### config.mk
export PLATFORM = sky130hd
export DESIGN_NAME = sync_dual_port_ram_flat
export DESIGN_NICKNAME = d
export VERILOG_FILES = /design/src/rtl/sync_dual_port_ram_if.sv /design/src/rtl/sync_dual_port_ram.sv /design/src/flat_wrapper.sv
export SDC_FILE = /design/constraint.sdc
export NUM_CORES = 1
export LEC_CHECK = 0
export CAP_MARGIN = 25
export CORE_MARGIN = 1.5
export CORE_UTILIZATION = 30
export CTS_CLUSTER_SIZE = 12
export DETAILED_ROUTE_END_ITERATION = 16
export GPL_TIMING_DRIVEN = 0
export PLACE_DENSITY = 0.47
export SLEW_MARGIN = 20
export SYNTH_ARGS = -nofsm -noshare
export SYNTH_HDL_FRONTEND = slang
export SYNTH_SLANG_ARGS = --single-unit
### constraint.sdc
create_clock -name clk -period 2.95 [get_ports clk]
set_input_delay 0.59 -clock clk [delete_from_list [all_inputs] [get_ports clk]]
set_output_delay 0.59 -clock clk [all_outputs]
set_load 0.05 [all_outputs]
### src/rtl/sync_dual_port_ram_if.sv
// Bus bundle for sync_dual_port_ram: one write port, one read port and the
// init status. The master drives requests; the slave (the RAM) drives results.
interface sync_dual_port_ram_if #(
  parameter int DATA_WIDTH = 32,
  parameter int ADDR_WIDTH = 4
);
  logic                      cs;
  logic                      wr_en;
  logic [ADDR_WIDTH-1:0]     wr_addr;
  logic [DATA_WIDTH-1:0]     data_in;
  logic [DATA_WIDTH/8-1:0]   byte_en;
  logic                      rd_en;
  logic [ADDR_WIDTH-1:0]     rd_addr;
  logic [DATA_WIDTH-1:0]     data_out;
  logic                      rd_valid;
  logic                      init_done;

  modport master (
    output cs, wr_en, wr_addr, data_in, byte_en, rd_en, rd_addr,
    input  data_out, rd_valid, init_done
  );

  modport slave (
    input  cs, wr_en, wr_addr, data_in, byte_en, rd_en, rd_addr,
    output data_out, rd_valid, init_done
  );
endinterface

### src/rtl/sync_dual_port_ram.sv
// Simple dual-port RAM (one write port, one read port, one clock) with
// per-byte write enables, 1- or 2-cycle registered read latency, a fixed
// same-address collision policy, and a self-clearing init sequence that runs
// after every reset before any access is accepted.
module sync_dual_port_ram #(
  parameter int DATA_WIDTH   = 32,
  parameter int ADDR_WIDTH   = 4,
  parameter int READ_LATENCY = 1,
  parameter int WRITE_FIRST  = 1
) (
  input  logic                 clk,
  input  logic                 reset,
  sync_dual_port_ram_if.slave  bus
);
  localparam int DEPTH     = 2 ** ADDR_WIDTH;
  localparam int NUM_BYTES = DATA_WIDTH / 8;

  typedef enum logic {INIT, READY} state_t;

  state_t                  state_reg, state_next;
  logic [ADDR_WIDTH-1:0]   init_cnt_reg, init_cnt_next;

  // Unified write request into the lanes: either the init clear or a user write.
  logic                    mem_we;
  logic [ADDR_WIDTH-1:0]   mem_waddr;
  logic [DATA_WIDTH-1:0]   mem_wdata;
  logic [NUM_BYTES-1:0]    mem_wbe;
  logic                    rd_accept;

  // First read stage: word assembled from the per-lane read registers.
  logic [DATA_WIDTH-1:0]   rd_word;
  logic                    rd_valid1_reg;

  // State and init counter; reset restarts the clear sequence from address 0.
  always_ff @(posedge clk or posedge reset) begin
    if (reset) begin
      state_reg    <= INIT;
      init_cnt_reg <= '0;
    end else begin
      state_reg    <= state_next;
      init_cnt_reg <= init_cnt_next;
    end
  end

  // Next state and port arbitration: INIT owns the write port and blocks reads.
  always_comb begin
    state_next    = state_reg;
    init_cnt_next = init_cnt_reg;
    mem_we        = 1'b0;
    mem_waddr     = bus.wr_addr;
    mem_wdata     = bus.data_in;
    mem_wbe       = bus.byte_en;
    rd_accept     = 1'b0;
    case (state_reg)
      INIT: begin
        mem_we        = 1'b1;
        mem_waddr     = init_cnt_reg;
        mem_wdata     = '0;
        mem_wbe       = '1;
        init_cnt_next = init_cnt_reg + ADDR_WIDTH'(1);
        if (&init_cnt_reg) begin
          state_next = READY;
        end
      end
      READY: begin
        mem_we    = bus.cs & bus.wr_en;
        rd_accept = bus.cs & bus.rd_en;
      end
      default: state_next = INIT;
    endcase
  end

  // One narrow memory per byte lane so byte enables map onto plain lane writes.
  genvar gi;
  generate
    for (gi = 0; gi < NUM_BYTES; gi++) begin : g_lane
      logic [7:0] mem [DEPTH];
      logic [7:0] rd_byte_reg;
      logic       lane_hit;

      // This lane is being written at the address being read in this cycle.
      assign lane_hit = mem_we && mem_wbe[gi] && (mem_waddr == bus.rd_addr);

      // Lane array write; no reset so the array stays inferable as block RAM.
      always_ff @(posedge clk) begin
        if (mem_we && mem_wbe[gi]) begin
          mem[mem_waddr] <= mem_wdata[8*gi +: 8];
        end
      end

      // Registered lane read with collision bypass; holds between reads.
      always_ff @(posedge clk or posedge reset) begin
        if (reset) begin
          rd_byte_reg <= '0;
        end else if (rd_accept) begin
          if ((WRITE_FIRST != 0) && lane_hit) begin
            rd_byte_reg <= mem_wdata[8*gi +: 8];
          end else begin
            rd_byte_reg <= mem[bus.rd_addr];
          end
        end
      end

      assign rd_word[8*gi +: 8] = rd_byte_reg;
    end
  endgenerate

  // Valid strobe for the first read stage; reset drops any read in flight.
  always_ff @(posedge clk or posedge reset) begin
    if (reset) begin
      rd_valid1_reg <= 1'b0;
    end else begin
      rd_valid1_reg <= rd_accept;
    end
  end

  generate
    if (READ_LATENCY == 1) begin : g_lat1
      assign bus.data_out = rd_word;
      assign bus.rd_valid = rd_valid1_reg;
    end else begin : g_lat2
      logic [DATA_WIDTH-1:0] data_out_reg;
      logic                  rd_valid2_reg;

      // Second output stage; data only advances when a result moves through.
      always_ff @(posedge clk or posedge reset) begin
        if (reset) begin
          data_out_reg  <= '0;
          rd_valid2_reg <= 1'b0;
        end else begin
          rd_valid2_reg <= rd_valid1_reg;
          if (rd_valid1_reg) begin
            data_out_reg <= rd_word;
          end
        end
      end

      assign bus.data_out = data_out_reg;
      assign bus.rd_valid = rd_valid2_reg;
    end
  endgenerate

  assign bus.init_done = (state_reg == READY);
endmodule

### src/flat_wrapper.sv
// flat-port wrapper written by rule: the top's interface ports become plain ports
module sync_dual_port_ram_flat 
#(
  parameter int DATA_WIDTH   = 32,
  parameter int ADDR_WIDTH   = 4,
  parameter int READ_LATENCY = 1,
  parameter int WRITE_FIRST  = 1
)
  (clk, reset, bus_cs, bus_wr_en, bus_wr_addr, bus_data_in, bus_byte_en, bus_rd_en, bus_rd_addr, bus_data_out, bus_rd_valid, bus_init_done);
  sync_dual_port_ram_if #(.DATA_WIDTH(DATA_WIDTH), .ADDR_WIDTH(ADDR_WIDTH)) bus_i ();
  input  logic clk;
  input  logic reset;
  input wire logic [$bits(bus_i.cs)-1:0] bus_cs;
  input wire logic [$bits(bus_i.wr_en)-1:0] bus_wr_en;
  input wire logic [$bits(bus_i.wr_addr)-1:0] bus_wr_addr;
  input wire logic [$bits(bus_i.data_in)-1:0] bus_data_in;
  input wire logic [$bits(bus_i.byte_en)-1:0] bus_byte_en;
  input wire logic [$bits(bus_i.rd_en)-1:0] bus_rd_en;
  input wire logic [$bits(bus_i.rd_addr)-1:0] bus_rd_addr;
  output wire logic [$bits(bus_i.data_out)-1:0] bus_data_out;
  output wire logic [$bits(bus_i.rd_valid)-1:0] bus_rd_valid;
  output wire logic [$bits(bus_i.init_done)-1:0] bus_init_done;
  assign bus_i.cs = bus_cs;
  assign bus_i.wr_en = bus_wr_en;
  assign bus_i.wr_addr = bus_wr_addr;
  assign bus_i.data_in = bus_data_in;
  assign bus_i.byte_en = bus_byte_en;
  assign bus_i.rd_en = bus_rd_en;
  assign bus_i.rd_addr = bus_rd_addr;
  assign bus_data_out = bus_i.data_out;
  assign bus_rd_valid = bus_i.rd_valid;
  assign bus_init_done = bus_i.init_done;
  sync_dual_port_ram #(.DATA_WIDTH(DATA_WIDTH), .ADDR_WIDTH(ADDR_WIDTH), .READ_LATENCY(READ_LATENCY), .WRITE_FIRST(WRITE_FIRST)) u_core (.clk(clk), .reset(reset), .bus(bus_i));
endmodule
==> summary.txt <==
Power
  – Combinational power share: roughly 8.6%
  – Leak: slightly above 8 nW
  – Int Pwr: around 0.013 W
  – Total power: ~0.017 W
  – Seq pwr share: a little over half
  – Switching power: 0.003925 W
  – VDD IR max: between 0.4 and 0.5 mV
  – Sw frac: approximately a quarter
  – Clock network power share: 39.4%
  – Power density cells: around 630 nW/µm²

Critical path
  – Worst EP arrival: 3.19 ns
  – Crit Path Category: reg -> reg
  – Worst EP required: between 3 and 4 ns
  – FF-to-FF setup slack: about 0.078 ns
  – R2r endpoint: u_core.g_lane[3].mem[6][1]
  – CP bufs+invs: 4
  – Worst R2R Path Depth: 8
  – Worst-path maximum fanout: 10
  – Slowest cell on the critical path: dfrtp_1
  – Crit start category: register
  – Worst path cell trace: buf_2, clkbuf_4, buf_2, nand2_1, o22ai_2, nand2_2, nor2_4, buf_12
  – Worst path most repeated cell: buf_2
  – RR Startpoint: u_core.bus.init_done
  – Critical Path Sink Type: register
  – Crit path max-delay family: buffers and inverters
  – Delay of the slowest cell on the worst path: 0.41 ns

Yosys
  – Synth area leaders: edfxtp_1 (71%), mux4_2 (13%), dfrtp_1 (4.4%)
  – XOR/XNOR Fraction of Synth Area: 0.2831%
  – Share of the synthesized area in the top cell type: a little under three quarters
  – Simple logic cell fraction of the synthesized area: under 10%
  – Instance count of the mapped netlist: between 1,000 and 1,500
  – Synth cell types: 32
  – Multiplexer share of the synthesized area: 13.55%
  – Most used DFF post-synth: edfxtp_1
  – Post-synth top cells: edfxtp_1 (512), mux4_2 (128), nor2_1 (99), a22oi_1 (64), nand2_1 (62)
  – Post-Syn Area: 21,660 µm²
  – Synth area leader: edfxtp_1
  – Top-count cell post-synth: edfxtp_1
  – Adder-cell share of the synthesized area: 0.05777%
  – Compound-Gate Fraction of Synth Area: approximately 4.2%
  – Post-synth EDFFs: around 500
  – Avg Inst Size Synth: roughly 19 µm²
  – Main combinational cell family by area after synthesis: multiplexers
  – Number of synthesis warnings: 0
  – Post-synth ARST share: ~6.9%
  – Flops & latches, synth: 550
  – Register area share after synthesis: between 70% and 80%
  – Syn_nets: around 1,200

Die
  – Row count: between 90 and 100
  – DIE WIDTH: around 270 µm
  – Initial core utilization: 30.30%
  – I/O pin count: just over 80
  – Die Outline Area: roughly 74,000 µm²
  – Core Region: ~70,000 µm²
  – Die height: 271.7 µm

Global route
  – Antenna violations before repair: 2
  – First-pass GRT wire length: about 90 mm
  – Overflow after GRT: 0
  – Vias in the first global route: approximately 12,000
  – Gr usage total: around 17%
  – Largest net degree at the start of global routing: 39

Clock tree
  – Hold Buf Count CTS: 0
  – CTS sink cnt: between 500 and 600
  – TritonCTS Buffers: 56
  – Clk slew on worst S/H paths: 0.06 ns
  – CTS tree: done
  – CTS Buffer Depth: 3
  – Later-pin clock latency in the skew report: between 0.6 and 0.7 ns
  – H-tree levels: 2
  – Root Driver: clkbuf_16

Timing
  – Fmax: roughly 0.35 GHz
  – Final slew viol count: 0
  – Min Tclk post-route: about 2.9 ns
  – Measured slew at the worst slew-check pin: 0.9722 ns
  – Relative max-transition margin: 35.19%
  – Final period utilization: 97.37%
  – Final Hold Viols: 0
  – Final setup TNS: 0 ns
  – Skew final: 0.01204 ns
  – Endpoints failing setup: 0

Finish
  – Nets: about 1,400
  – Layout overhead on the synthesized area: 22.96%
  – Final instance area: about 27,000 µm²
  – Filler Cells Inserted: about 6,600
  – Max FFs per register: 512
  – Share of layout cells above drive strength 1: between 20% and 30%

Routing
  – DR vias: between 10,000 and 15,000
  – WL per Instance: about 28 µm
  – Routed vias/inst: ~5.0
  – Drc violations: 0
  – DRT Pass-1 Iters: 5
  – Starting DRC count in detailed routing: 1,081
  – Antenna-violating nets left: 0
  – Final wirelength: around 64 mm

Placed design
  – Hpwl dp: between 40 and 50 mm
  – Gpl congestion: around 0.86
  – Area after DPL: ~24,000 µm²
  – # port buffers: a little over 80

Hold path
  – HP Class: in -> async

Run
  – Max Cap Viol: 0

Outcome
  – Outcome: finished, final reports clean
==> worst max path at each step <==
stage | cells past startpoint | startpoint | endpoint | slack [ns]
6_report | 8 | u_core.bus.init_done | u_core.g_lane[3].mem[6][1] | 0.08
5_1_grt | 7 | u_core.bus.init_done | u_core.g_lane[0].mem[14][3] | -0.02
4_1_cts | 7 | u_core.bus.init_done | u_core.g_lane[2].mem[1][5] | -0.21
3_5_place_dp | 7 | bus_cs | u_core.g_lane[2].mem[12][5] | -1.11
3_3_place_gp | 7 | bus_cs | u_core.g_lane[2].mem[4][6] | -1.11
2_1_floorplan | 7 | u_core.bus.init_done | u_core.g_lane[2].mem[3][0] | 0.30
==> cells in the final DEF, fill, tap and decap left out, drive strengths merged, types with 34 or more instances in the layout <==
cell,count
nor2,99
buf,62
a22oi,64
dfrtp,38
nand2,62
mux4,128
o21ai,34
clkdlybuf4s50,81
and2,38
clkbuf,130
edfxtp,512
==> stage by stage <==
stage	std cells	hold WS, ns	setup slack (ns)	util (%)
after floorplan	1146	0.5363	0.3006	-
after global placement	2177	0.5462	-1.113	33.10
after detailed placement	2182	0.5447	-1.105	33.19
after CTS	2297	0.4550	-0.2069	36.38
after global routing	2317	0.5089	-0.02128	37.25
final	2318	0.4648	0.07751	37.26
==> logic make-up after synthesis <==
family	count (synthesis)
AOI/OAI and AO/OA	137
xor gates and xnor gates	7
adders and majority gates	1
buffers and inverters	77
DFF	550
muxes	133
and+or+nand+nor	241
==> power by group through the flow <==
stage | logic [W] | registers [W] | clock network, W
after global placement | 0.00137 | 0.00882 | 0
after detailed placement | 0.00139 | 0.00883 | 0
after CTS | 0.00142 | 0.00866 | 0.00670
final | 0.00144 | 0.00866 | 0.00657
after global routing | 0.00152 | 0.00867 | 0.00699
after floorplan | 0.000557 | 0.00905 | 0
==> worst reg2reg max path, stage by stage, from the launching register on <==
cell and delay [ns]:
dfrtp_1 0.41, buf_2 0.31, clkbuf_4 0.32, buf_2 0.33, nand2_1 0.18, o22ai_2 0.35
nand2_2 0.30, nor2_4 0.23, buf_12 0.15
==> layer usage <==
metal	GRT usage, %	up-vias	routed length [µm]
met4	4.927	0	1596
met5	0	-	0
met3	3.202	87	3631
met1	24.04	6247	28660
li1	-	4991	-
met2	27.64	375	30390
==> cell type report <==
cell class / count / area, µm² / area share (%)
inverter: 4 / 17.52 / 0.06577
sequential: 550 / 16330 / 61.30
clock inverter: 18 / 88.84 / 0.3336
antenna: 1 / 2.502 / 0.009396
tap: 950 / 1189 / 4.463
clock buffer: 85 / 1572 / 5.901
timing repair buffer: 118 / 1474 / 5.534
buffer: 73 / 394.1 / 1.480
multi-input combinational: 519 / 5570 / 20.92
==> what timing repair did <==
action | CTS | global route
pin swaps | 9 | 21
endpoints found under the setup margin | 1016 | 658
setup buffers | 12 | 20
resized for setup | 133 | 68
No activity file was read; power rests on OpenSTA's default activity.
